`config.mk`:
```
export PLATFORM = sky130hd
export DESIGN_NAME = enet_nios_interval_timer_flat
export DESIGN_NICKNAME = d
export VERILOG_FILES = /design/src/rtl/enet_nios_interval_timer_if.sv /design/src/rtl/enet_nios_interval_timer.sv /design/src/flat_wrapper.sv
export SDC_FILE = /design/constraint.sdc
export NUM_CORES = 1
export LEC_CHECK = 0
export CAP_MARGIN = 20
export CORE_MARGIN = 1.5
export CORE_UTILIZATION = 37
export DETAILED_ROUTE_END_ITERATION = 16
export GPL_TIMING_DRIVEN = 0
export PLACE_DENSITY = 0.62
export SLEW_MARGIN = 20
export SYNTH_ARGS = -nofsm -noshare
export SYNTH_HDL_FRONTEND = slang
export SYNTH_SLANG_ARGS = --single-unit
```
`constraint.sdc`:
```
create_clock -name clk -period 3.7 [get_ports clk]
set_clock_uncertainty 0.15 [all_clocks]
set_input_delay 0.37 -clock clk [delete_from_list [all_inputs] [get_ports clk]]
set_output_delay 0.37 -clock clk [all_outputs]
set_load 0.01 [all_outputs]
```
`src/rtl/enet_nios_interval_timer_if.sv`:
```
// Avalon register-slave bus of the interval timer: CPU-side strobes and
// registered read data plus the level interrupt back to the CPU.
interface enet_nios_interval_timer_if;
    // Handshake: a cycle with chipselect & !write_n is a write that is always
    // accepted (no wait states); a cycle with chipselect & !read_n is a read
    // whose readdata becomes valid after the next rising clk and holds until
    // the next read.
    logic [2:0]  address;
    logic        chipselect;
    logic        write_n;
    logic        read_n;
    logic [15:0] writedata;
    logic [15:0] readdata;
    logic        irq;

    modport master (
        output address, chipselect, write_n, read_n, writedata,
        input  readdata, irq
    );

    modport slave (
        input  address, chipselect, write_n, read_n, writedata,
        output readdata, irq
    );
endinterface

```
`src/rtl/enet_nios_interval_timer.sv`:
```
// Interval timer: 32-bit down-counter with reload, snapshot and a level
// interrupt, programmed through a 16-bit register window.
module enet_nios_interval_timer #(
    parameter int                     COUNTER_WIDTH  = 32,
    parameter logic [COUNTER_WIDTH-1:0] DEFAULT_PERIOD = 32'h0000_FFFF,
    parameter bit                     DEFAULT_CONT   = 1'b0
) (
    input  logic                        clk,
    input  logic                        aclr,
    enet_nios_interval_timer_if.slave   bus,
    output logic [0:0]                  state_dbg
);

    localparam logic [0:0] STOPPED = 1'b0;
    localparam logic [0:0] RUNNING = 1'b1;

    localparam logic [2:0] A_STATUS  = 3'd0;
    localparam logic [2:0] A_CONTROL = 3'd1;
    localparam logic [2:0] A_PERIODL = 3'd2;
    localparam logic [2:0] A_PERIODH = 3'd3;
    localparam logic [2:0] A_SNAPL   = 3'd4;
    localparam logic [2:0] A_SNAPH   = 3'd5;

    logic [0:0]               state;
    logic [COUNTER_WIDTH-1:0] counter;
    logic [COUNTER_WIDTH-1:0] period;
    logic [COUNTER_WIDTH-1:0] period_next;
    logic [COUNTER_WIDTH-1:0] snap;
    logic                     to;
    logic                     ito;
    logic                     cont;
    logic [15:0]              readdata_q;

    logic wr, rd;
    logic wr_status, wr_control, wr_periodl, wr_periodh, wr_period, wr_snap;
    logic running, timeout;

    assign wr         = bus.chipselect & ~bus.write_n;
    assign rd         = bus.chipselect & ~bus.read_n;
    assign wr_status  = wr && (bus.address == A_STATUS);
    assign wr_control = wr && (bus.address == A_CONTROL);
    assign wr_periodl = wr && (bus.address == A_PERIODL);
    assign wr_periodh = wr && (bus.address == A_PERIODH);
    assign wr_period  = wr_periodl | wr_periodh;
    assign wr_snap    = wr && ((bus.address == A_SNAPL) || (bus.address == A_SNAPH));

    assign running = (state == RUNNING);
    assign timeout = running && (counter == '0);

    always_comb begin
        period_next = period;
        if (wr_periodl) period_next[15:0]               = bus.writedata;
        if (wr_periodh) period_next[COUNTER_WIDTH-1:16] = bus.writedata;
    end

    always_ff @(posedge clk or posedge aclr) begin
        if (aclr) begin
            state      <= STOPPED;
            counter    <= DEFAULT_PERIOD;
            period     <= DEFAULT_PERIOD;
            snap       <= '0;
            to         <= 1'b0;
            ito        <= 1'b0;
            cont       <= DEFAULT_CONT;
            readdata_q <= '0;
        end else begin
            period <= period_next;

            // A period write restarts the count from the new value and parks the timer.
            if (wr_period)
                counter <= period_next;
            else if (timeout)
                counter <= period;
            else if (running)
                counter <= counter - 1'b1;

            // Timeout beats a coincident status clear.
            if (timeout)
                to <= 1'b1;
            else if (wr_status)
                to <= 1'b0;

            if (wr_control) begin
                ito  <= bus.writedata[0];
                cont <= bus.writedata[1];
            end

            // STOP (or a period write) dominates START; START only acts when stopped.
            if (wr_period || (wr_control && bus.writedata[3]))
                state <= STOPPED;
            else if (timeout && !cont)
                state <= STOPPED;
            else if (wr_control && bus.writedata[2] && !running)
                state <= RUNNING;

            if (wr_snap)
                snap <= counter;

            if (rd) begin
                case (bus.address)
                    A_STATUS:  readdata_q <= {14'd0, running, to};
                    A_CONTROL: readdata_q <= {14'd0, cont, ito};
                    A_PERIODL: readdata_q <= period[15:0];
                    A_PERIODH: readdata_q <= period[COUNTER_WIDTH-1:16];
                    A_SNAPL:   readdata_q <= snap[15:0];
                    A_SNAPH:   readdata_q <= snap[COUNTER_WIDTH-1:16];
                    default:   readdata_q <= '0;
                endcase
            end
        end
    end

    assign bus.readdata = readdata_q;
    assign bus.irq      = to & ito;
    assign state_dbg    = state;

endmodule
```
`src/flat_wrapper.sv`:
```
// flat-port wrapper written by rule: the top's interface ports become plain ports
module enet_nios_interval_timer_flat 
#(
    parameter int                     COUNTER_WIDTH  = 32,
    parameter logic [COUNTER_WIDTH-1:0] DEFAULT_PERIOD = 32'h0000_FFFF,
    parameter bit                     DEFAULT_CONT   = 1'b0
)
  (clk, aclr, state_dbg, bus_address, bus_chipselect, bus_write_n, bus_read_n, bus_writedata, bus_readdata, bus_irq);
  enet_nios_interval_timer_if bus_i ();
  input  logic clk;
  input  logic aclr;
  output logic [0:0] state_dbg;
  input wire logic [$bits(bus_i.address)-1:0] bus_address;
  input wire logic [$bits(bus_i.chipselect)-1:0] bus_chipselect;
  input wire logic [$bits(bus_i.write_n)-1:0] bus_write_n;
  input wire logic [$bits(bus_i.read_n)-1:0] bus_read_n;
  input wire logic [$bits(bus_i.writedata)-1:0] bus_writedata;
  output wire logic [$bits(bus_i.readdata)-1:0] bus_readdata;
  output wire logic [$bits(bus_i.irq)-1:0] bus_irq;
  assign bus_i.address = bus_address;
  assign bus_i.chipselect = bus_chipselect;
  assign bus_i.write_n = bus_write_n;
  assign bus_i.read_n = bus_read_n;
  assign bus_i.writedata = bus_writedata;
  assign bus_readdata = bus_i.readdata;
  assign bus_irq = bus_i.irq;
  enet_nios_interval_timer #(.COUNTER_WIDTH(COUNTER_WIDTH), .DEFAULT_PERIOD(DEFAULT_PERIOD), .DEFAULT_CONT(DEFAULT_CONT)) u_core (.clk(clk), .aclr(aclr), .bus(bus_i), .state_dbg(state_dbg));
endmodule
```
After elaboration in Yosys (flattened, before gate mapping) --
Cells that the tools add are included.
Operators by class: add/subtract/negate cells 1, equal/unequal tests 5, muxes and demuxes 11, bitwise gates (word level) 6, reductions and logical operators 19
Operator list (number):
- 32-bit two-way mux | 3
- 16-bit case mux with 6 select lines | 1
- 32-bit logical NOT | 1
- 16-bit two-way mux | 2
- 32-bit by 1-bit subtractor with 32-bit output (second input constant) | 1
- 1-bit logical AND | 10
- 3-bit by 2-bit == test with 1-bit output (second input constant) | 2
- 3-bit == test (second input constant) | 2
- 3-bit nonzero test | 2
- 1-bit two-way mux | 5
- 1-bit bitwise AND | 3
- 3-bit by 1-bit == test with 1-bit output (second input constant) | 1
- 3-bit logical NOT | 1
- 1-bit logical NOT | 2
- 1-bit logical OR | 2
- 1-bit inverter | 2
- 2-bit nonzero test | 1
- 1-bit bitwise OR | 1
Word-level totals: bits in registers 116, logic and storage cells 50

Logic depth before layout (Yosys ltp) --
Gate-level depths: netlist of run 1.
depth in word-level cells 8, depth in mapped cells 9, depth with buffers taken out 8

Worst setup path before layout of run 1 --
OpenSTA, ideal clock, no wires.
path type reg-to-reg, start register u_core.counter[12], end register u_core.counter[28], library setup time 0.087 ns, arrival 2.189 ns, path slack 1.275 ns, cell stages (with the launch flop) 9, path buffers 2, path through dfstp_2 > buf_6 > nor4_4 > and3_1 > buf_4 > nand2_2 > or4_1 > or4_1 > o211ai_1
On the way: cells in the longest elaborated chain, start to end 4, elaborated cells between the ends (all ways) 7, those cells by class add/sub: 1; mux: 3; reduce/logical: 3
RTL lines:
- start, declared | RTL line enet_nios_interval_timer.sv:25 | logic [COUNTER_WIDTH-1:0] counter;
- start signal, assigned | RTL line enet_nios_interval_timer.sv:71 | counter <= period_next;
- start signal, assigned | RTL line enet_nios_interval_timer.sv:73 | counter <= period;
- start signal, assigned | RTL line enet_nios_interval_timer.sv:75 | counter <= counter - 1'b1;
- 32-bit by 1-bit subtractor with 32-bit output / 32-bit logical NOT (equally long branches) | RTL line enet_nios_interval_timer.sv:75, enet_nios_interval_timer.sv:48
- 32-bit two-way mux / 1-bit logical AND (equally long branches) | RTL line enet_nios_interval_timer.sv:74, enet_nios_interval_timer.sv:48
- 32-bit two-way mux | RTL line enet_nios_interval_timer.sv:72 | else if (timeout)
- 32-bit two-way mux | RTL line enet_nios_interval_timer.sv:70 | if (wr_period)
Parallel ways exist; a longest one is shown, timed or not. The select of a mux whose other input is x is not followed. A chain may end at the register's enable or synchronous reset.

Final worst setup path of run 1 --
start register u_core.counter[0], end register u_core.counter[19]
The elaborated chain is that of the path after synthesis.

==> out/qor.tcl, run 1 <==
set qor(gpl.final_weighted_congestion) 0.9410
set qor(drt-total-wl_mm) 20.72
set qor(initial_antenna_violation_count) 0
set qor(detail_route.vias_per_cell) 6.054
set qor(synth.area.top_cells) {sky130_fd_sc_hd__dfrtp_1 (34%), sky130_fd_sc_hd__dfstp_2 (14%), sky130_fd_sc_hd__mux2_2 (12%)}
set qor(grt_setup_unrepaired) {no}
set qor(diodes) 0
set qor(p_per_area_nw_per_um2) 720.7
set qor(first_global_vias) 5296
set qor(r2r-start) {u_core.counter[0]}
set qor(detailed_route_via_count) 5261
set qor(synth-edff-count) 0
set qor(globalRoute.busiestLayer) {met2}
set qor(ctsResizeCount) 0
set qor(max-clock-path-buffers) 2
set qor(setup_viol) 0
set qor(worst_pin_slew_ns) 1.039
set qor(floorplan.io_pins) 42
set qor(hpwl_mm) 13.85
set qor(grtUsageMet1_pct) 32.37
set qor(static-leakage-power_uw) 0.003037
set qor(worst_ir_drop_vdd_mv) 0.3762
set qor(status) {finished, final reports clean}
set qor(cts_made_buffers) 17
set qor(initial_utilization_pct) 37.48
set qor(clock_tree.htree_level_count) 4
set qor(timing.critical_path.required_ns) 3.82
set qor(postCtsHoldBufs) 0
set qor(ys_seq_elements) 116
set qor(grt_usage_pct) 24.58
set qor(final_hold_viol_count) 0
set qor(core_area_um2) 16470
set qor(fmaxAchievable_mhz) 312.1
set qor(synth-async-reset-ratio_pct) 100.0
set qor(synthesis.yosys.warnings) 0
set qor(area_growth_syn_to_layout_pct) 22.62
set qor(cts_tree) {done}
set qor(clock-root-buffer) {sky130_fd_sc_hd__clkbuf_16}
set qor(initialDrtViolationCount) 507
set qor(detail_route.first_pass.iterations) 5
set qor(cts.reportedPaths.clkPinSlew_ns) 0.05
set qor(die-height_um) 132.2
set qor(setup_total_negative_slack_ns) 0
set qor(slew_headroom_pct) 30.76
set qor(r2r-end) {u_core.counter[19]}
set qor(largest_net_degree_at_the_start_of_global_routing) 81
set qor(hold_class) {in -> async}
set qor(worst_reg2reg_path_depth) 8
set qor(maxCapViolCount) 0
set qor(gr-usage-met2_pct) 38.37
set qor(globalRouteOverflowTotal) 0
set qor(ant_nets) 0
set qor(reg2reg_slack_ns) 0.50
set qor(fp.dieW_um) 132.2
set qor(layout_cells_sized_above_1_pct) 21.57
set qor(post-cts-setup-buffer-count) 0
set qor(design.die.area_um2) 17460
set qor(grt_first_pass_wirelength_mm) 32.02
set qor(maxSlewViolCount) 0
set qor(placement.io_buffers) 39
set qor(worst-setup-path-type) {reg -> reg}
set qor(synth_fp_nets) 602
set qor(rows) 47
set qor(endpoint_kind) {flip-flop}
set qor(grt_use_met3_pct) 5.613
set qor(synthCells) 577
set qor(synthesis.area_um2) 6172
set qor(launching_element_type_of_the_critical_path) {flip-flop}
set qor(clock_sink_count) 116
set qor(synth.avg_cell_area_um2) 10.70
set qor(synth.largest_area_cell) {sky130_fd_sc_hd__dfrtp_1}
set qor(dpl-instance-area_um2) 6874
set qor(synthFlopType) {sky130_fd_sc_hd__dfrtp_1}
set qor(finish.net_count) 661
set qor(post-route-min-period_ns) 3.204
set qor(worst-path-max-fanout) 10
set qor(synth-seq-area-share_pct) 47.68
set qor(final_std_cell_area_no_fill_um2) 7569
set qor(ys_types) 53
set qor(yosys.area.top_type_share_pct) 34.06
set qor(cp.arrival_ns) 3.32
set qor(fin_hold_ws_ns) 0.1587
set qor(drc) 0
set qor(wl_per_cell_um) 23.84
set qor(worst_skew_pair.late_latency_ns) 0.43
set qor(final_min_period_over_clock_period_pct) 86.59
==> worst max path at each step <==
| stage | to | startpoint |
|---|---|---|
| finish | u_core.counter[19] | u_core.counter[0] |
| global route | u_core.counter[19] | u_core.counter[0] |
| CTS | u_core.counter[19] | u_core.counter[0] |
| detailed placement | u_core.period[5] | bus_chipselect |
| global placement | u_core.bus.readdata[14] | aclr |
| floorplan | u_core.bus.readdata[0] | aclr |
==> cell usage in the layout, fill, tap and decap left out, types with 11 or more instances in the layout <==
cell	netlist	routed
sky130_fd_sc_hd__clkbuf_1	31	33
sky130_fd_sc_hd__nand3_1	18	18
sky130_fd_sc_hd__a21oi_1	22	21
sky130_fd_sc_hd__nor2_1	36	36
sky130_fd_sc_hd__clkbuf_16	0	17
sky130_fd_sc_hd__o21ai_0	38	38
sky130_fd_sc_hd__o211ai_1	16	16
sky130_fd_sc_hd__clkdlybuf4s50_1	0	39
sky130_fd_sc_hd__a22o_1	15	15
sky130_fd_sc_hd__a221oi_1	15	15
sky130_fd_sc_hd__mux2i_1	32	32
sky130_fd_sc_hd__mux2_2	68	68
sky130_fd_sc_hd__dfstp_2	32	32
sky130_fd_sc_hd__nand2_1	31	31
sky130_fd_sc_hd__dfrtp_1	84	84
sky130_fd_sc_hd__a31oi_1	15	15
sky130_fd_sc_hd__nor3_1	11	11
==> power breakdown <==
part           leakage [µW]  internal [µW]  total [µW]  switching [µW]
logic               0.00131            648        1270             618
registers           0.00140           1770        2240             473
clock network      0.000337           1350        1940             594
total               0.00304           3770        5450            1680
==> kinds of logic after synthesis <==
logic type	count (synthesis)	synth area share (%)
AOI/OAI and AO/OA	154	16.99
xor gates and xnor gates	19	2.696
adders and majority gates	1	0.2027
buffers and inverters	48	3.122
DFF	116	47.68
muxes	100	17.60
and+or+nand+nor	139	11.72
==> layout make-up <==
| class | count | area, µm² |
|---|---|---|
| Buffer | 41 | 166.4 |
| Clock buffer | 24 | 501.7 |
| Clock inverter | 8 | 192.7 |
| Fill cell | 1544 | 8897 |
| Inverter | 7 | 31.28 |
| Multi-Input combinational cell | 413 | 3040 |
| Sequential cell | 116 | 2943 |
| Tap cell | 220 | 275.3 |
| Timing Repair Buffer | 40 | 417.9 |
==> layer usage <==
| layer | vias up | part of all wire [%] | wire length [µm] |
|---|---|---|---|
| li1 | 2297 | - | - |
| met1 | 2659 | 43 | 8919 |
| met2 | 246 | 47 | 9638 |
| met3 | 59 | 7.2 | 1485 |
| met4 | 0 | 3.3 | 674 |
| met5 | - | 0 | 0 |
==> state kept, by name, summed over array words and instances, names as in the netlist <==
register and cells:
u_core.bus.readdata 16, u_core.cont 1, u_core.counter 32, u_core.ito 1, u_core.period 32, u_core.snap 32
u_core.state_dbg 1, u_core.to 1
==> Yosys cell counts (2+ instances only) <==
cell type,number
sky130_fd_sc_hd__mux2i_1,32
sky130_fd_sc_hd__a2111oi_0,2
sky130_fd_sc_hd__dfstp_2,32
sky130_fd_sc_hd__mux2_2,68
sky130_fd_sc_hd__o22ai_1,2
sky130_fd_sc_hd__a2bb2oi_1,2
sky130_fd_sc_hd__nor2b_1,10
sky130_fd_sc_hd__buf_1,7
sky130_fd_sc_hd__dfrtp_1,84
sky130_fd_sc_hd__and2_1,3
sky130_fd_sc_hd__a22o_1,15
sky130_fd_sc_hd__nand4b_1,2
sky130_fd_sc_hd__a22oi_1,10
sky130_fd_sc_hd__nand2b_1,5
sky130_fd_sc_hd__a31oi_1,15
sky130_fd_sc_hd__a21oi_1,22
sky130_fd_sc_hd__nand3_1,18
sky130_fd_sc_hd__o221ai_1,6
sky130_fd_sc_hd__nand2_1,31
sky130_fd_sc_hd__and3_1,2
sky130_fd_sc_hd__nor3b_1,3
sky130_fd_sc_hd__xor2_1,9
sky130_fd_sc_hd__nor2_1,36
sky130_fd_sc_hd__a311o_1,3
sky130_fd_sc_hd__nor3_1,11
sky130_fd_sc_hd__a221oi_1,15
sky130_fd_sc_hd__o21ai_0,38
sky130_fd_sc_hd__inv_1,6
sky130_fd_sc_hd__or4_1,5
sky130_fd_sc_hd__nor4_4,2
sky130_fd_sc_hd__xnor2_1,10
sky130_fd_sc_hd__o211ai_1,16
sky130_fd_sc_hd__nor4_1,5
sky130_fd_sc_hd__clkbuf_1,31
==> metrics by stage <==
stage	utilization, %	instances	setup WS, ns	power [µW]
floorplan	-	577	0.1605	3006
global placement	41.53	836	-1.606	3432
detailed placement	41.75	837	0.2849	3487
CTS	45.97	869	0.6234	5441
global route	45.97	869	0.4363	5699
finish	45.97	869	0.4963	5455
==> critical path: stages, from the launching register on <==
cell and delay (ns):
sky130_fd_sc_hd__dfstp_2 0.58, sky130_fd_sc_hd__inv_1 0.09, sky130_fd_sc_hd__ha_1 0.26, sky130_fd_sc_hd__nor2b_1 0.17, sky130_fd_sc_hd__and4b_1 0.24, sky130_fd_sc_hd__nand4_1 0.53
sky130_fd_sc_hd__clkbuf_1 0.59, sky130_fd_sc_hd__mux2i_1 0.29, sky130_fd_sc_hd__o21ai_0 0.13
Power figures use the tool's default switching activity.
==> inputs of run 2 (changes only) <==
--- a/config.mk
+++ b/config.mk
@@ -5,12 +5,13 @@
 export SDC_FILE = /design/constraint.sdc
 export NUM_CORES = 1
 export LEC_CHECK = 0
+export ABC_AREA = 1
 export CAP_MARGIN = 20
 export CORE_MARGIN = 1.5
 export CORE_UTILIZATION = 37
 export DETAILED_ROUTE_END_ITERATION = 16
 export GPL_TIMING_DRIVEN = 0
-export PLACE_DENSITY = 0.62
+export PLACE_DENSITY = 0.6
 export SLEW_MARGIN = 20
 export SYNTH_ARGS = -nofsm -noshare
 export SYNTH_HDL_FRONTEND = slang
==> constraint.sdc (replaced) <==
create_clock -name clk -period 3.34 [get_ports clk]
set_clock_uncertainty 0.15 [all_clocks]
set_input_delay 0.334 -clock clk [delete_from_list [all_inputs] [get_ports clk]]
set_output_delay 0.334 -clock clk [all_outputs]
set_load 0.01 [all_outputs]
==> out/qor.tcl, run 2 <==
set qor(synthFlopType) {sky130_fd_sc_hd__dfrtp_1}
set qor(initial_utilization_pct) 37.62 ;# +0.14 points
set qor(hold_class) {in -> reg}
set qor(maxCapViolCount) 0 ;# unchanged
set qor(crit_path_top_delay_cell) {sky130_fd_sc_hd__nor3_4}
set qor(static-leakage-power_uw) 0.003888 ;# +28%
set qor(largest_net_degree_at_the_start_of_global_routing) 33 ;# -59%
set qor(hpwl_mm) 16.74 ;# +21%
set qor(diodes) 0 ;# unchanged
set qor(cp.arrival_ns) 2.56 ;# -0.76 ns
set qor(n_fill_cell) 1891 ;# +22%
set qor(die-height_um) 137.9 ;# +4.4%
set qor(maxSlewViolCount) 0 ;# unchanged
set qor(mostFrequentLayoutCells) {sky130_fd_sc_hd__nand2_1 (319), sky130_fd_sc_hd__inv_1 (113), sky130_fd_sc_hd__nor2_1 (84), sky130_fd_sc_hd__dfrtp_1 (84), sky130_fd_sc_hd__nand3_1 (60)}
set qor(dpl-instance-area_um2) 7476 ;# +8.8%
set qor(synth-async-reset-ratio_pct) 100.0 ;# unchanged
set qor(final_hold_viol_count) 0 ;# unchanged
set qor(switching_share_pct) 38.08 ;# +7.2 points
set qor(fp.dieW_um) 137.9 ;# +4.4%
set qor(ctsResizeCount) 0 ;# unchanged
set qor(setup_viol) 0 ;# unchanged
set qor(status) {finished, final reports clean}
set qor(final_min_period_over_clock_period_pct) 71.86 ;# -15 points
set qor(yosys.area.top_type_share_pct) 31.21 ;# -2.8 points
set qor(synthCells) 924 ;# +60%
set qor(critical_path.max_stage_delay_ns) 0.56 ;# -0.03 ns
set qor(first_global_vias) 5996 ;# +13%
set qor(leading_cell_type_in_the_layout_fill_and_taps_excluded) {sky130_fd_sc_hd__nand2_1}
set qor(rows) 49 ;# +4.3%
set qor(ant_nets) 0 ;# unchanged
set qor(finish.net_count) 1010 ;# +53%
set qor(worst-setup-path-type) {reg -> reg}
set qor(layoutNonFillerInstCount) 1227 ;# +41%
set qor(endpoint_kind) {flip-flop}
set qor(worst-path-max-fanout) 10 ;# unchanged
set qor(postCtsHoldBufs) 0 ;# unchanged
set qor(drt-total-wl_mm) 22.95 ;# +11%
set qor(worstPathCellList) {inv_1 -> ha_1 -> nand2_1 -> nor2_2 -> nand3_2 -> nor3_4 -> nand3_1 -> nand3_1 -> nand2_1}
set qor(max-clock-path-buffers) 2 ;# unchanged
set qor(cts_made_buffers) 17 ;# unchanged
set qor(grt_first_pass_wirelength_mm) 35.28 ;# +10%
set qor(grt_setup_unrepaired) {no}
set qor(design.die.area_um2) 19020 ;# +8.9%
set qor(synthesis.yosys.warnings) 0 ;# unchanged
set qor(dp_slack_ns) 0.6875 ;# +0.4026 ns
set qor(gpl.final_weighted_congestion) 0.9745 ;# +3.6%
set qor(synth-edff-count) 0 ;# unchanged
set qor(post-cts-setup-buffer-count) 0 ;# unchanged
set qor(clockPowerShare_pct) 30.2 ;# -5.4 points
set qor(switching_pwr_uw) 2365 ;# +40%
set qor(synth.top_cells.by_count) {sky130_fd_sc_hd__nand2_1 (319), sky130_fd_sc_hd__inv_1 (114), sky130_fd_sc_hd__dfrtp_1 (84), sky130_fd_sc_hd__nor2_1 (84), sky130_fd_sc_hd__nand3_1 (60)}
set qor(postLayoutSetupSlackWorst_ns) 0.9397 ;# +0.4434 ns
set qor(layout.area.seq_um2) 2943 ;# unchanged
set qor(floorplan.io_pins) 42 ;# unchanged
set qor(cts_tree) {done}
set qor(synthesis.area_um2) 6735 ;# +9.1%
set qor(detailed_route_via_count) 6302 ;# +20%
set qor(share_seq_of_total_power_pct) 37.8 ;# -3.3 points
set qor(post-route-min-period_ns) 2.400 ;# -0.8034 ns
set qor(worst_ir_drop_vdd_mv) 0.4153 ;# +10%
set qor(multi_input_comb_area_um2) 3128 ;# +2.9%
set qor(layout_cells_sized_above_1_pct) 14.43 ;# -7.1 points
set qor(power_report.internal_total_uw) 3846 ;# +2.0%
set qor(synth.avg_cell_area_um2) 7.289 ;# -32%
set qor(p_per_area_nw_per_um2) 769.5 ;# +6.8%
set qor(globalRouteOverflowTotal) 0 ;# unchanged
set qor(initialDrtViolationCount) 538 ;# +6.1%
set qor(synth.most_common_cell) {sky130_fd_sc_hd__nand2_1}
set qor(setup_total_negative_slack_ns) 0 ;# unchanged
set qor(dp.cells) 1195 ;# +43%
set qor(slew_headroom_pct) 45.00 ;# +14 points
set qor(p_comb_share_pct) 32.0 ;# +8.8 points
set qor(core_area_um2) 17900 ;# +8.7%
set qor(wl_per_cell_um) 18.70 ;# -22%
set qor(ys_types) 35 ;# -34%
set qor(critical_path.top_delay_family) {simple AND/OR/NAND/NOR gates}
set qor(synth_fp_nets) 949 ;# +58%
set qor(synth.largest_area_cell) {sky130_fd_sc_hd__dfrtp_1}
set qor(synth-seq-area-share_pct) 43.69 ;# -4.0 points
set qor(drc) 0 ;# unchanged
set qor(detail_route.first_pass.iterations) 5 ;# unchanged
set qor(area_growth_syn_to_layout_pct) 19.84
set qor(cts.reportedPaths.clkPinSlew_ns) 0.05 ;# about the same
set qor(ys_seq_elements) 116 ;# unchanged
set qor(launching_element_type_of_the_critical_path) {flip-flop}
set qor(grt_usage_pct) 25.79 ;# +1.2 points
set qor(clock_sink_count) 116 ;# unchanged
set qor(bufs_and_invs_on_worst_path) 1 ;# -1
set qor(biggestRegsByFlops) {u_core.counter x32, u_core.period x32, u_core.snap x32}
set qor(placement.io_buffers) 39 ;# unchanged
set qor(detail_route.vias_per_cell) 5.136 ;# -15%
set qor(synth.area.top_cells) {sky130_fd_sc_hd__dfrtp_1 (31%), sky130_fd_sc_hd__nand2_1 (18%), sky130_fd_sc_hd__dfstp_2 (12%)}
set qor(clock_tree.htree_level_count) 4 ;# unchanged
set qor(clock-root-buffer) {sky130_fd_sc_hd__clkbuf_16}
set qor(timing.critical_path.required_ns) 3.50 ;# -0.32 ns
set qor(initial_antenna_violation_count) 0 ;# unchanged
set qor(worst_skew_pair.late_latency_ns) 0.43 ;# about the same
set qor(fmaxAchievable_mhz) 416.6 ;# +33%
set qor(worst_pin_slew_ns) 0.8250 ;# -0.2137 ns
set qor(final_std_cell_area_no_fill_um2) 8071 ;# +6.6%
## run 2: layout make-up
class | count | share of cell area (%)
Tap cell | 229 | 3.550
Clock inverter | 10 | 1.628
Sequential cell | 116 | 36.46
Multi-Input combinational cell | 651 | 38.75
Buffer | 34 | 2.496
Clock buffer | 22 | 5.751
Inverter | 123 | 5.782
Timing Repair Buffer | 42 | 5.581
## run 2: kinds of logic after synthesis
| logic type | share of synthesized area (%) |
|---|---|
| adder cells (fa/ha/maj) | 0.1857 |
| buffers and inverters | 9.864 |
| XOR/XNOR | 1.821 |
| flip-flops | 43.69 |
| AO/OA/AOI/OAI | 10.27 |
| AND/OR/NAND/NOR | 34.16 |
## run 2: final timing paths
kind,slack (ns),start,cells past startpoint,to
min in group asynchronous,0.17,aclr,2,u_core.snap[2]
max in group asynchronous,1.78,aclr,5,u_core.counter[8]
worst min-delay path,0.15,bus_address[2],5,u_core.to
worst max-delay path,0.94,u_core.counter[0],9,u_core.counter[16]
worst min register to register,0.33,u_core.bus.readdata[12],2,u_core.bus.readdata[12]
worst max register to register,0.94,u_core.counter[0],9,u_core.counter[16]
## run 2: layer usage
layer	routed length (µm)	vias up	global-route usage, %
li1	-	3040	-
met1	10330	3022	35.35
met2	10720	199	41.13
met3	1309	41	3.874
met4	588	0	9.838
met5	0	-	0
## run 2: power by group through the flow
| stage | Clock, µW | Combinational [µW] | Sequential [µW] |
|---|---|---|---|
| after floorplan | 0 | 1420 | 2250 |
| after global routing | 1950 | 2260 | 2410 |
| after CTS | 1890 | 1980 | 2340 |
| final | 1870 | 1990 | 2350 |
| after global placement | 0 | 1930 | 2350 |
| after detailed placement | 0 | 1970 | 2350 |
## run 2: worst min-delay path: cells and delay by family
kind	cells	cell delay, ns
buffers and inverters	2	0.17
and+or+nand+nor	3	0.17
## run 2: per-stage QoR
stage | hold WS, ns | utilization [%] | power, µW
2_1_floorplan | 0.3034 | - | 3670
3_3_place_gp | 0.3123 | 41.42 | 4286
3_5_place_dp | 0.3149 | 41.76 | 4317
4_1_cts | 0.1342 | 45.09 | 6209
5_1_grt | 0.1762 | 45.09 | 6619
6_report | 0.1460 | 45.09 | 6211
